### config.mk
export PLATFORM = sky130hd
export DESIGN_NAME = hazard_ctrl
export DESIGN_NICKNAME = d
export VERILOG_FILES = /design/src/rtl/hazard_pkg.sv /design/src/rtl/fwd_sel.sv /design/src/rtl/hazard_ctrl.sv
export SDC_FILE = /design/constraint.sdc
export NUM_CORES = 1
export LEC_CHECK = 0
export CORE_MARGIN = 1
export CORE_UTILIZATION = 40
export CTS_BUF_LIST = sky130_fd_sc_hd__clkbuf_4
export DETAILED_ROUTE_END_ITERATION = 12
export PLACE_DENSITY_LB_ADDON = 0.1
export SLEW_MARGIN = 5
export SYNTH_ARGS = -nofsm -noshare
export SYNTH_HDL_FRONTEND = slang
export SYNTH_SLANG_ARGS = --single-unit
### constraint.sdc
create_clock -name clk -period 3.85 [get_ports clk]
set_input_delay 0.385 -clock clk [delete_from_list [all_inputs] [get_ports clk]]
set_output_delay 0.385 -clock clk [all_outputs]
set_load 0.02 [all_outputs]
### src/rtl/hazard_pkg.sv
// rtl/hazard_pkg.sv - shared types and encodings for the pipeline hazard controller
package hazard_pkg;

    typedef enum logic [1:0] {
        INIT     = 2'd0,
        RUN      = 2'd1,
        MEM_WAIT = 2'd2
    } state_t;

    localparam logic [1:0] FWD_RF  = 2'b00;
    localparam logic [1:0] FWD_W   = 2'b01;
    localparam logic [1:0] FWD_M   = 2'b10;
    localparam logic [1:0] WB_LOAD = 2'b00;

endpackage

### src/rtl/fwd_sel.sv
// rtl/fwd_sel.sv - per-operand forwarding select, MEM result preferred over WB
module fwd_sel
    import hazard_pkg::*;
(
    input  logic [4:0] rsE,
    input  logic [4:0] rdM,
    input  logic       regwriteM,
    input  logic [4:0] rdW,
    input  logic       regwriteW,
    output logic [1:0] fwdSel
);

    always_comb begin
        fwdSel = FWD_RF;
        if (regwriteM && (rdM != 5'd0) && (rdM == rsE)) begin
            fwdSel = FWD_M;
        end else if (regwriteW && (rdW != 5'd0) && (rdW == rsE)) begin
            fwdSel = FWD_W;
        end
    end

endmodule

### src/rtl/hazard_ctrl.sv
// rtl/hazard_ctrl.sv - stall/flush/forward sequencing for the 5-stage RV32I pipeline
module hazard_ctrl
    import hazard_pkg::*;
#(
    parameter int unsigned INIT_CYCLES = 2,
    parameter int unsigned MEM_TIMEOUT = 15
) (
    input  logic        clk,
    input  logic        rst_n,
    input  logic [4:0]  rs1D,
    input  logic [4:0]  rs2D,
    input  logic [4:0]  rs1E,
    input  logic [4:0]  rs2E,
    input  logic [4:0]  rdE,
    input  logic        regwriteE,
    input  logic [1:0]  wbselE,
    input  logic        pcselE,
    input  logic [4:0]  rdM,
    input  logic        regwriteM,
    input  logic [4:0]  rdW,
    input  logic        regwriteW,
    input  logic        dmem_reqM,
    input  logic        dmem_ready,
    output logic        stallF,
    output logic        stallD,
    output logic        stallE,
    output logic        stallM,
    output logic        flushD,
    output logic        flushE,
    output logic        flushW,
    output logic        pcsel_gated,
    output logic [1:0]  forwardAE,
    output logic [1:0]  forwardBE,
    output logic        mem_timeout,
    output logic [15:0] stall_cnt
);

    localparam logic [3:0] INIT_LAST   = 4'(INIT_CYCLES - 1);
    localparam logic [7:0] TIMEOUT_CNT = 8'(MEM_TIMEOUT);

    state_t     state;
    logic [3:0] initCnt;
    logic [7:0] waitCnt;

    logic [1:0] fwdA;
    logic [1:0] fwdB;
    logic       timeoutHit;
    logic       memStall;
    logic       redirect;
    logic       loadUse;

    fwd_sel u_fwd_a (
        .rsE       (rs1E),
        .rdM       (rdM),
        .regwriteM (regwriteM),
        .rdW       (rdW),
        .regwriteW (regwriteW),
        .fwdSel    (fwdA)
    );

    fwd_sel u_fwd_b (
        .rsE       (rs2E),
        .rdM       (rdM),
        .regwriteM (regwriteM),
        .rdW       (rdW),
        .regwriteW (regwriteW),
        .fwdSel    (fwdB)
    );

    // A timed-out access behaves like a completed one for that cycle, so a
    // pending redirect or load-use is still honoured on the release cycle.
    assign timeoutHit = (state == MEM_WAIT) && (waitCnt == TIMEOUT_CNT);

    always_comb begin
        memStall = 1'b0;
        if (state == RUN) begin
            memStall = dmem_reqM & ~dmem_ready;
        end else if (state == MEM_WAIT) begin
            memStall = ~dmem_ready & ~timeoutHit;
        end
    end

    assign redirect = (state != INIT) & pcselE & ~memStall;
    assign loadUse  = (state != INIT) & ~memStall & ~redirect
                    & regwriteE & (wbselE == WB_LOAD) & (rdE != 5'd0)
                    & ((rdE == rs1D) | (rdE == rs2D));

    always_comb begin
        stallF      = 1'b0;
        stallD      = 1'b0;
        stallE      = 1'b0;
        stallM      = 1'b0;
        flushD      = 1'b0;
        flushE      = 1'b0;
        flushW      = 1'b0;
        pcsel_gated = 1'b0;
        forwardAE   = FWD_RF;
        forwardBE   = FWD_RF;
        if (state == INIT) begin
            stallF = 1'b1;
            flushD = 1'b1;
            flushE = 1'b1;
        end else begin
            forwardAE = fwdA;
            forwardBE = fwdB;
            if (memStall) begin
                stallF = 1'b1;
                stallD = 1'b1;
                stallE = 1'b1;
                stallM = 1'b1;
                flushW = 1'b1;
            end else if (redirect) begin
                flushD      = 1'b1;
                flushE      = 1'b1;
                pcsel_gated = 1'b1;
            end else if (loadUse) begin
                stallF = 1'b1;
                stallD = 1'b1;
                flushE = 1'b1;
            end
        end
    end

    always_ff @(posedge clk or negedge rst_n) begin
        if (!rst_n) begin
            state       <= INIT;
            initCnt     <= 4'd0;
            waitCnt     <= 8'd0;
            mem_timeout <= 1'b0;
        end else begin
            case (state)
                INIT: begin
                    if (initCnt == INIT_LAST) begin
                        initCnt <= 4'd0;
                        state   <= RUN;
                    end else begin
                        initCnt <= initCnt + 4'd1;
                    end
                end
                RUN: begin
                    if (dmem_reqM && !dmem_ready) begin
                        waitCnt <= 8'd0;
                        state   <= MEM_WAIT;
                    end
                end
                MEM_WAIT: begin
                    if (dmem_ready) begin
                        state <= RUN;
                    end else if (timeoutHit) begin
                        mem_timeout <= 1'b1;
                        state       <= RUN;
                    end else begin
                        waitCnt <= waitCnt + 8'd1;
                    end
                end
                default: state <= INIT;
            endcase
        end
    end

    always_ff @(posedge clk or negedge rst_n) begin
        if (!rst_n) begin
            stall_cnt <= 16'd0;
        end else if (stallF && (stall_cnt != 16'hFFFF)) begin
            stall_cnt <= stall_cnt + 16'd1;
        end
    end

endmodule

### After elaboration in Yosys (flattened, before gate mapping)

Index checks and enable logic that the tools add are counted.

* muxes and demuxes: 32
* reductions and logical operators: 20
* bitwise logic cells: 15
* equal/unequal tests: 16
* add/subtract/negate cells: 3

Operators by type and width (count)
* 5-bit == test: 6
* 8-bit two-way mux: 3
* 1-bit two-way mux: 18
* 16-bit by 1-bit adder with 16-bit output (second input constant): 1
* 2-bit two-way mux: 8
* 16-bit inequality test (second input constant): 1
* 8-bit case mux with 2 select lines: 1
* 5-bit nonzero test: 3
* 1-bit bitwise AND: 10
* 1-bit logical AND: 9
* 8-bit by 1-bit adder with 8-bit output (second input constant): 1
* 8-bit by 4-bit == test with 1-bit output (second input constant): 1
* 2-bit case mux with 3 select lines: 1
* 3-bit AND reduction: 2
* 4-bit by 1-bit adder with 4-bit output (second input constant): 1
* 4-bit by 1-bit == test with 1-bit output (second input constant): 1
* 2-bit logical NOT: 2
* 4-bit two-way mux: 1
* 2-bit by 1-bit inequality test with 1-bit output (second input constant): 2
* 2-bit inequality test (second input constant): 2
* 1-bit NOT: 4
* 4-bit AND reduction: 1
* 2-bit nonzero test: 2
* 3-bit inequality test (second input constant): 1
* 4 further kinds: 4

* output and inout port bits: 29
* input port bits: 45
* bits in registers: 31
* logic and storage cells: 91

### Logic depth before layout (Yosys ltp)

Gate-level depths: netlist of run 1.

* depth in word-level cells: 19
* mapped depth: 8
* gate-level depth less buffers: 7

### Modules after synthesis

Synthesis of run 1 repeated with hierarchy kept, for this count alone.

* cells, all modules: 218
* area, all modules: 2009.4 um^2

By module, submodules not included
* hazard_ctrl: area an instance 1706.6 um^2, times used 1, cells each 178, seq. area each 775.7 um^2
* fwd_sel: area an instance 151.4 um^2, times used 2, cells each 20, seq. area each 0.0 um^2

### Worst setup path after synthesis of run 1

No wires, ideal clock.

* kind: input-to-output
* start point: input rdM[0]
* end point: output forwardBE[0]
* cell stages on the path: 4
* required time: 3.465 ns
* arrival: 2.021 ns
* path buffers: 0
* path slack: 1.444 ns
* cells stage by stage: or4_1 o21ai_0 nor3_1 nor4_1

* cells in the longest elaborated chain, start to end: 5
* elaborated cells on any way between the ends: 6
* classes of those cells: eq/ne (1); mux (2); reduce/logical (3)

Ends and longest elaborated chain
* from (decl): RTL line hazard_ctrl.sv:18 `input logic [4:0] rdM,`
* 5-bit nonzero test: RTL line fwd_sel.sv:15 `if (regwriteM && (rdM != 5'd0) && (rdM == rsE)) begin`
* 1-bit logical AND: RTL line fwd_sel.sv:15
* 1-bit logical AND *: RTL line fwd_sel.sv:15
* 2-bit two-way mux *: RTL line fwd_sel.sv:15
* 2-bit two-way mux *: RTL line hazard_ctrl.sv:99 `if (state == INIT) begin`
* to (decl): RTL line hazard_ctrl.sv:33 `output logic [1:0] forwardBE,`

Every way passes the cells marked *; elsewhere a longest branch is shown, timed or not.

### Worst setup path in the final report of run 1

Same ends and word-level chain as after synthesis.

==> metrics.cfg, run 1 <==
[clocking]
cts_tree=yes
clkTransAtPathRegs_ns=0.10
htreeDepth=2
cts_buffers=5
cts_hold_buffers=0
clockRootBuffer=clkbuf_4
cts_buffer_depth=2
clk_latency_ns=0.32
cts_resized=0
cts_sinks=31
post_cts_buffers=0

[routing]
viasPerCell=5.06
ant_nets=0
drt-initial-drc-count=82
wl_per_cell_um=12.4
dr.pass1.iters=4
dr_total_vias=1776
drc=0
drt-total-wl_mm=4.34

[timing]
max_slew_margin_pct=58.4
setup_violations=0
rsz0062_at_grt=no
maxSlewViolCount=0
fmaxAchievable_mhz=315
setup_tns_ns=0
fin_skew_ns=0.00391
layout_setup_ws_ns=0.679
hold_viol=0
final.min_clock_period_ns=3.17
period_share_pct=82.4
worst_slew_pin_slew_ns=0.621

[grt]
grt_pass1_vias=1681
grt_use_met2_pct=28.8
grt_max_degree=32
grt_usage_pct=17.2
grt_pass1_wl_mm=7.18
gr-usage-met1_pct=21.1
busiest_layer=met2
antenna_found_initial=0
overflow=0
met3_usage_pct=5.94

[logic_synthesis]
synth_ff_type=dfrtp_1
synth_area_um2=2010
synthMostInstantiatedCell=dfrtp_1
synth_area_per_cell_um2=9.68
syn_inst=208
ys_seq_elements=31
ys_seq_area_share_pct=38.5
synth_cell_types=49
synth_top_area_share_pct=38.5
synth_area_leaders=dfrtp_1 39%, xnor2_1 11%, xor2_1 10%
yosys-top-cells-count=31 x dfrtp_1, 26 x xnor2_1, 24 x xor2_1
syn_nets=255
ys_async_sr_fraction_pct=100
synth_largest_area_cell=dfrtp_1
yosys_warnings=0
synth_edf_count=0

[worst_hold_path]
hold_path_class=primary input to async pin

[critical_path]
worst_path_most_repeated_cell=clkdlybuf4s50_1
reg2reg_depth=7
slowest_delay_ns=0.64
crit_fanout=4
path_cells=clkdlybuf4s50_1 > or4_1 > o21ai_0 > nor3_1 > nor4_1 > clkdlybuf4s50_1
cp-end-kind=output pin
worstPathArrival_ns=2.79
slowest_stage=clkdlybuf4s50_1
crit_required_ns=3.46
criticalPathCategory=primary input to output pin
crit_path_start_kind=primary input

[layout]
finalNetCount=331
area_growth_pct=41.1
antenna_cells=0
stdcell_area_um2=2840
drive_gt1_share_pct=8.45

[power_and_ir_drop]
leakage_nw=1.09
powerDensity_nw_per_um2=416
vdd.ir_drop.worst_mv=0.193

[flow_run]
drv_cap=0

[floorplan]
dieArea_um2=5320
rows=25
coreArea_um2=4790
pin_count=74
start_util_pct=42.1
die_w_um=73.0
die_h_um=73.0

[placement]
place_area_um2=2800
gp_congestion=0.944
hpwl_mm=3.44
port_buffers=73
dp_slack_ns=0.703

[status]
run_status=finished clean

[registers in the layout, summed over array words and instances, names as in the netlist]
register,flops
stall_cnt,16
state,2
mem_timeout,1
waitCnt,8
initCnt,4
[metal layers]
metal / routed length [um] / share of wire, % / up-vias
met5: 0 / 0 / -
met4: 48 / 1.1 / 0
met3: 285 / 6.6 / 6
met2: 1990 / 46 / 56
met1: 2010 / 46 / 821
li1: - / - / 893
[cell families after synthesis]
group,synth area share [%]
muxes,1.06
DFF,38.5
adders and majority gates,1.24
xor gates and xnor gates,21.7
buffers and inverters,2.73
AOI/OAI and AO/OA,9.44
and+or+nand+nor,25.3
[per-stage QoR]
step	cells	total power [mW]	util, %	hold slack (ns)
6_report	351	1.18	59.4	0.443
2_1_floorplan	208	0.792	-	0.0894
3_3_place_gp	344	1.01	58.4	0.480
4_1_cts	351	1.20	59.4	0.457
5_1_grt	351	1.27	59.4	0.473
3_5_place_dp	344	1.02	58.4	0.474
[power breakdown]
part,total (mW),switching (mW),internal [mW],leakage [nW]
combinational,0.551,0.274,0.276,0.665
clock,0.173,0.108,0.0646,0.0285
sequential,0.459,0.0760,0.383,0.397
total,1.18,0.459,0.724,1.09
[final cells by class]
cell class,instances,area [um^2]
Timing Repair Buffer,75,746
Sequential cell,31,776
Inverter,2,7.51
Clock buffer,5,37.5
Fill cell,433,1940
Multi-Input combinational cell,169,1180
Clock inverter,2,8.76
Tap cell,67,83.8
[worst paths after layout]
| check | start | slack (ns) | endpoint |
|---|---|---|---|
| min in group clk | mem_timeout | 0.49 | mem_timeout |
| hold reg to reg | mem_timeout | 0.49 | mem_timeout |
| setup reg to reg | waitCnt[4] | 1.57 | stall_cnt[1] |
| setup / recovery | rdM[0] | 0.68 | forwardBE[0] |
| max in group asynchronous | rst_n | 3.12 | waitCnt[4] |
| hold / removal | rst_n | 0.44 | waitCnt[7] |
[worst max-delay path: cells and delay by family]
family / cells / cell delay [ns]
AO/OA/AOI/OAI: 1 / 0.37
buffers and inverters: 2 / 1.10
AND/OR/NAND/NOR: 3 / 0.91
[cell usage in the layout, fill, tap and decap left out, drive strengths merged, types with 7 or more instances in the layout]
| cell type | n |
|---|---|
| and3 | 8 |
| nand4 | 8 |
| nand2 | 13 |
| o21ai | 8 |
| nor3 | 7 |
| dfrtp | 31 |
| nor2 | 19 |
| nand3 | 11 |
| clkdlybuf4s50 | 73 |
| xor2 | 24 |
| xnor2 | 26 |
(Power assumes the default switching activity.)
==> run 2, diff against run 1 <==
==> constraint.sdc (replaced) <==
create_clock -name clk -period 2.91 [get_ports clk]
set_input_delay 0.291 -clock clk [delete_from_list [all_inputs] [get_ports clk]]
set_output_delay 0.291 -clock clk [all_outputs]
set_load 0.02 [all_outputs]
==> run 2 against run 1 <==
- clock skew is 0.0022 ns higher
- clock power is 38% higher
- via count up 0.23%
- core utilization rose by 1.4 points
- critical endpoint is now forwardAE[0]
- setup slack worse by 0.46 ns
- critical path depth is 1 higher
- non-clock buffer count is 7 higher
- wire length grew 1.9%
- total power up 34%
- combinational power rose by 34%
- global-route usage rose by 0.41 points
- largest power group unchanged
- cell count rose by 2.3%
- highest routed layer unchanged
==> metrics.cfg, run 2 (synthesis results as in run 1) <==
[status]
run_status=finished clean

[critical_path]
path_cells=clkdlybuf4s50_1 > or4_1 > o21ai_1 > buf_4 > nor3_1 > nor3_1 > clkdlybuf4s50_1
worstPathArrival_ns=2.40  ; -0.39 ns
crit_required_ns=2.62  ; -0.84 ns
path_delay_family=buffers and inverters
reg2reg_depth=7  ; unchanged
rr_startpoint=waitCnt[4]
rrSetupSlack_ns=0.63  ; -0.94 ns
slowest_delay_ns=0.63  ; about the same
cp_num_buf_inv=3  ; +1
cp-end-kind=output pin
crit_path_start_kind=primary input
slowest_stage=clkdlybuf4s50_1
r2r_end=stall_cnt[1]
criticalPathCategory=primary input to output pin
crit_fanout=3  ; -1

[power_and_ir_drop]
p_sw_share_pct=39.1  ; +0.34 points
switchingPower_uw=619  ; +35%
leakage_nw=1.19  ; +8.9%
clock_power_share_pct=15.0  ; +0.4 points
seqPwrFrac_pct=38.2  ; -0.6 points
share_comb_of_total_power_pct=46.8  ; +0.2 points
p_total_mw=1.58  ; +34%
powerDensity_nw_per_um2=543  ; +31%
internal_power_uw=963  ; +33%
vdd.ir_drop.worst_mv=0.381  ; +98%

[layout]
drive_gt1_share_pct=11.3  ; +2.9 points
antenna_cells=0  ; unchanged
layout_common_cells=68 x clkdlybuf4s50_1, 31 x dfrtp_1, 26 x xnor2_1, 24 x xor2_1, 19 x nor2_1
area_growth_pct=44.5
registers.top_by_ff_count=stall_cnt
finalNetCount=338  ; +2.1%
layout_commonest_cell=clkdlybuf4s50_1
largest_reg_flops=16  ; unchanged
largest_registers=stall_cnt: 16 flops, waitCnt: 8 flops, initCnt: 4 flops

[grt]
overflow=0  ; unchanged
grt_pass1_vias=1694  ; +0.77%
grt_max_degree=32  ; unchanged
antenna_found_initial=0  ; unchanged
grt_pass1_wl_mm=7.29  ; +1.5%
grt_usage_pct=17.6  ; +0.41 points

[timing]
rsz0062_at_grt=no
fin_skew_ns=0.00614  ; +0.00223 ns
maxSlewViolCount=0  ; unchanged
setup_violations=0  ; unchanged
period_share_pct=92.5
fmaxAchievable_mhz=372
hold_viol=0  ; unchanged
worst_slew_pin_slew_ns=0.636  ; +0.0145 ns
max_slew_margin_pct=57.5  ; -0.97 points
setup_tns_ns=0  ; unchanged
final.min_clock_period_ns=2.69

[floorplan]
die_w_um=73.0  ; unchanged
rows=25  ; unchanged
die_h_um=73.0  ; unchanged
pin_count=74  ; unchanged
start_util_pct=42.1  ; unchanged
dieArea_um2=5320  ; unchanged
coreArea_um2=4790  ; unchanged

[routing]
wl_per_cell_um=12.3  ; -0.38%
dr.pass1.iters=4  ; unchanged
drt-initial-drc-count=62  ; -24%
dr_total_vias=1780  ; +0.23%
viasPerCell=4.96  ; -2.0%
drt-total-wl_mm=4.42  ; +1.9%
drc=0  ; unchanged
ant_nets=0  ; unchanged

[clocking]
post_cts_buffers=0  ; unchanged
cts_hold_buffers=0  ; unchanged
cts_sinks=31  ; unchanged
cts_buffer_depth=2  ; unchanged
htreeDepth=2  ; unchanged
clk_latency_ns=0.32  ; about the same
cts_buffers=5  ; unchanged
cts_tree=yes
clockRootBuffer=clkbuf_4
clkTransAtPathRegs_ns=0.10  ; about the same

[placement]
gp_congestion=0.851  ; -9.9%
port_buffers=73  ; unchanged
hpwl_mm=3.50  ; +1.9%

[flow_run]
drv_cap=0  ; unchanged

[worst_hold_path]
hold_path_class=primary input to async pin

[run 2: area by class of cell]
class / instances / area (um^2)
clock buffer: 5 / 37.5
clock inverter: 3 / 15.0
fill: 442 / 1880
inverter: 2 / 7.51
multi-input combinational: 169 / 1180
sequential: 31 / 776
tap: 67 / 83.8
timing repair buffer: 82 / 807
[run 2: layer usage]
| metal | track usage, % | vias up | routed length [um] |
|---|---|---|---|
| met5 | 0 | - | 0 |
| met4 | 3.92 | 0 | 40 |
| met3 | 5.52 | 4 | 257 |
| met2 | 29.3 | 52 | 2050 |
| met1 | 22.3 | 820 | 2070 |
| li1 | - | 904 | - |
[run 2: timing repair]
action / CTS / global route
endpoints found under the setup margin: 1 / 5
pin swaps: 0 / 0
gates resized for setup: 1 / 5
[run 2: worst max-delay path by stage]
stage               startpoint           end  slack (ns)  depth (start not counted)
CTS                     rdM[0]  forwardBE[0]        0.03                          6
floorplan               rdM[0]  forwardBE[0]        0.69                          4
detailed placement      rdM[0]  forwardBE[0]        0.04                          6
global route            rdM[0]  forwardAE[0]        0.09                          7
global placement        rdM[0]  forwardBE[0]        0.14                          6
finish                  rdM[0]  forwardAE[0]        0.22                          7
[run 2: metrics by stage]
stage               instances  hold slack [ns]  utilization, %  cell area (um^2)  setup WS (ns)
global placement          351            0.481            59.5              2850          0.142
global route              359            0.359            60.8              2910         0.0905
detailed placement        351            0.462            59.5              2850         0.0388
finish                    359            0.352            60.8              2910          0.218
CTS                       359            0.357            60.6              2900         0.0326
floorplan                 208         -0.00459               -              2010          0.692
[run 2: power by group through the flow]
stage | combinational (mW) | clock, mW | sequential (mW)
floorplan | 0.406 | 0 | 0.642
global placement | 0.747 | 0 | 0.608
detailed placement | 0.752 | 0 | 0.611
CTS | 0.750 | 0.253 | 0.603
global route | 0.809 | 0.270 | 0.617
finish | 0.740 | 0.238 | 0.604
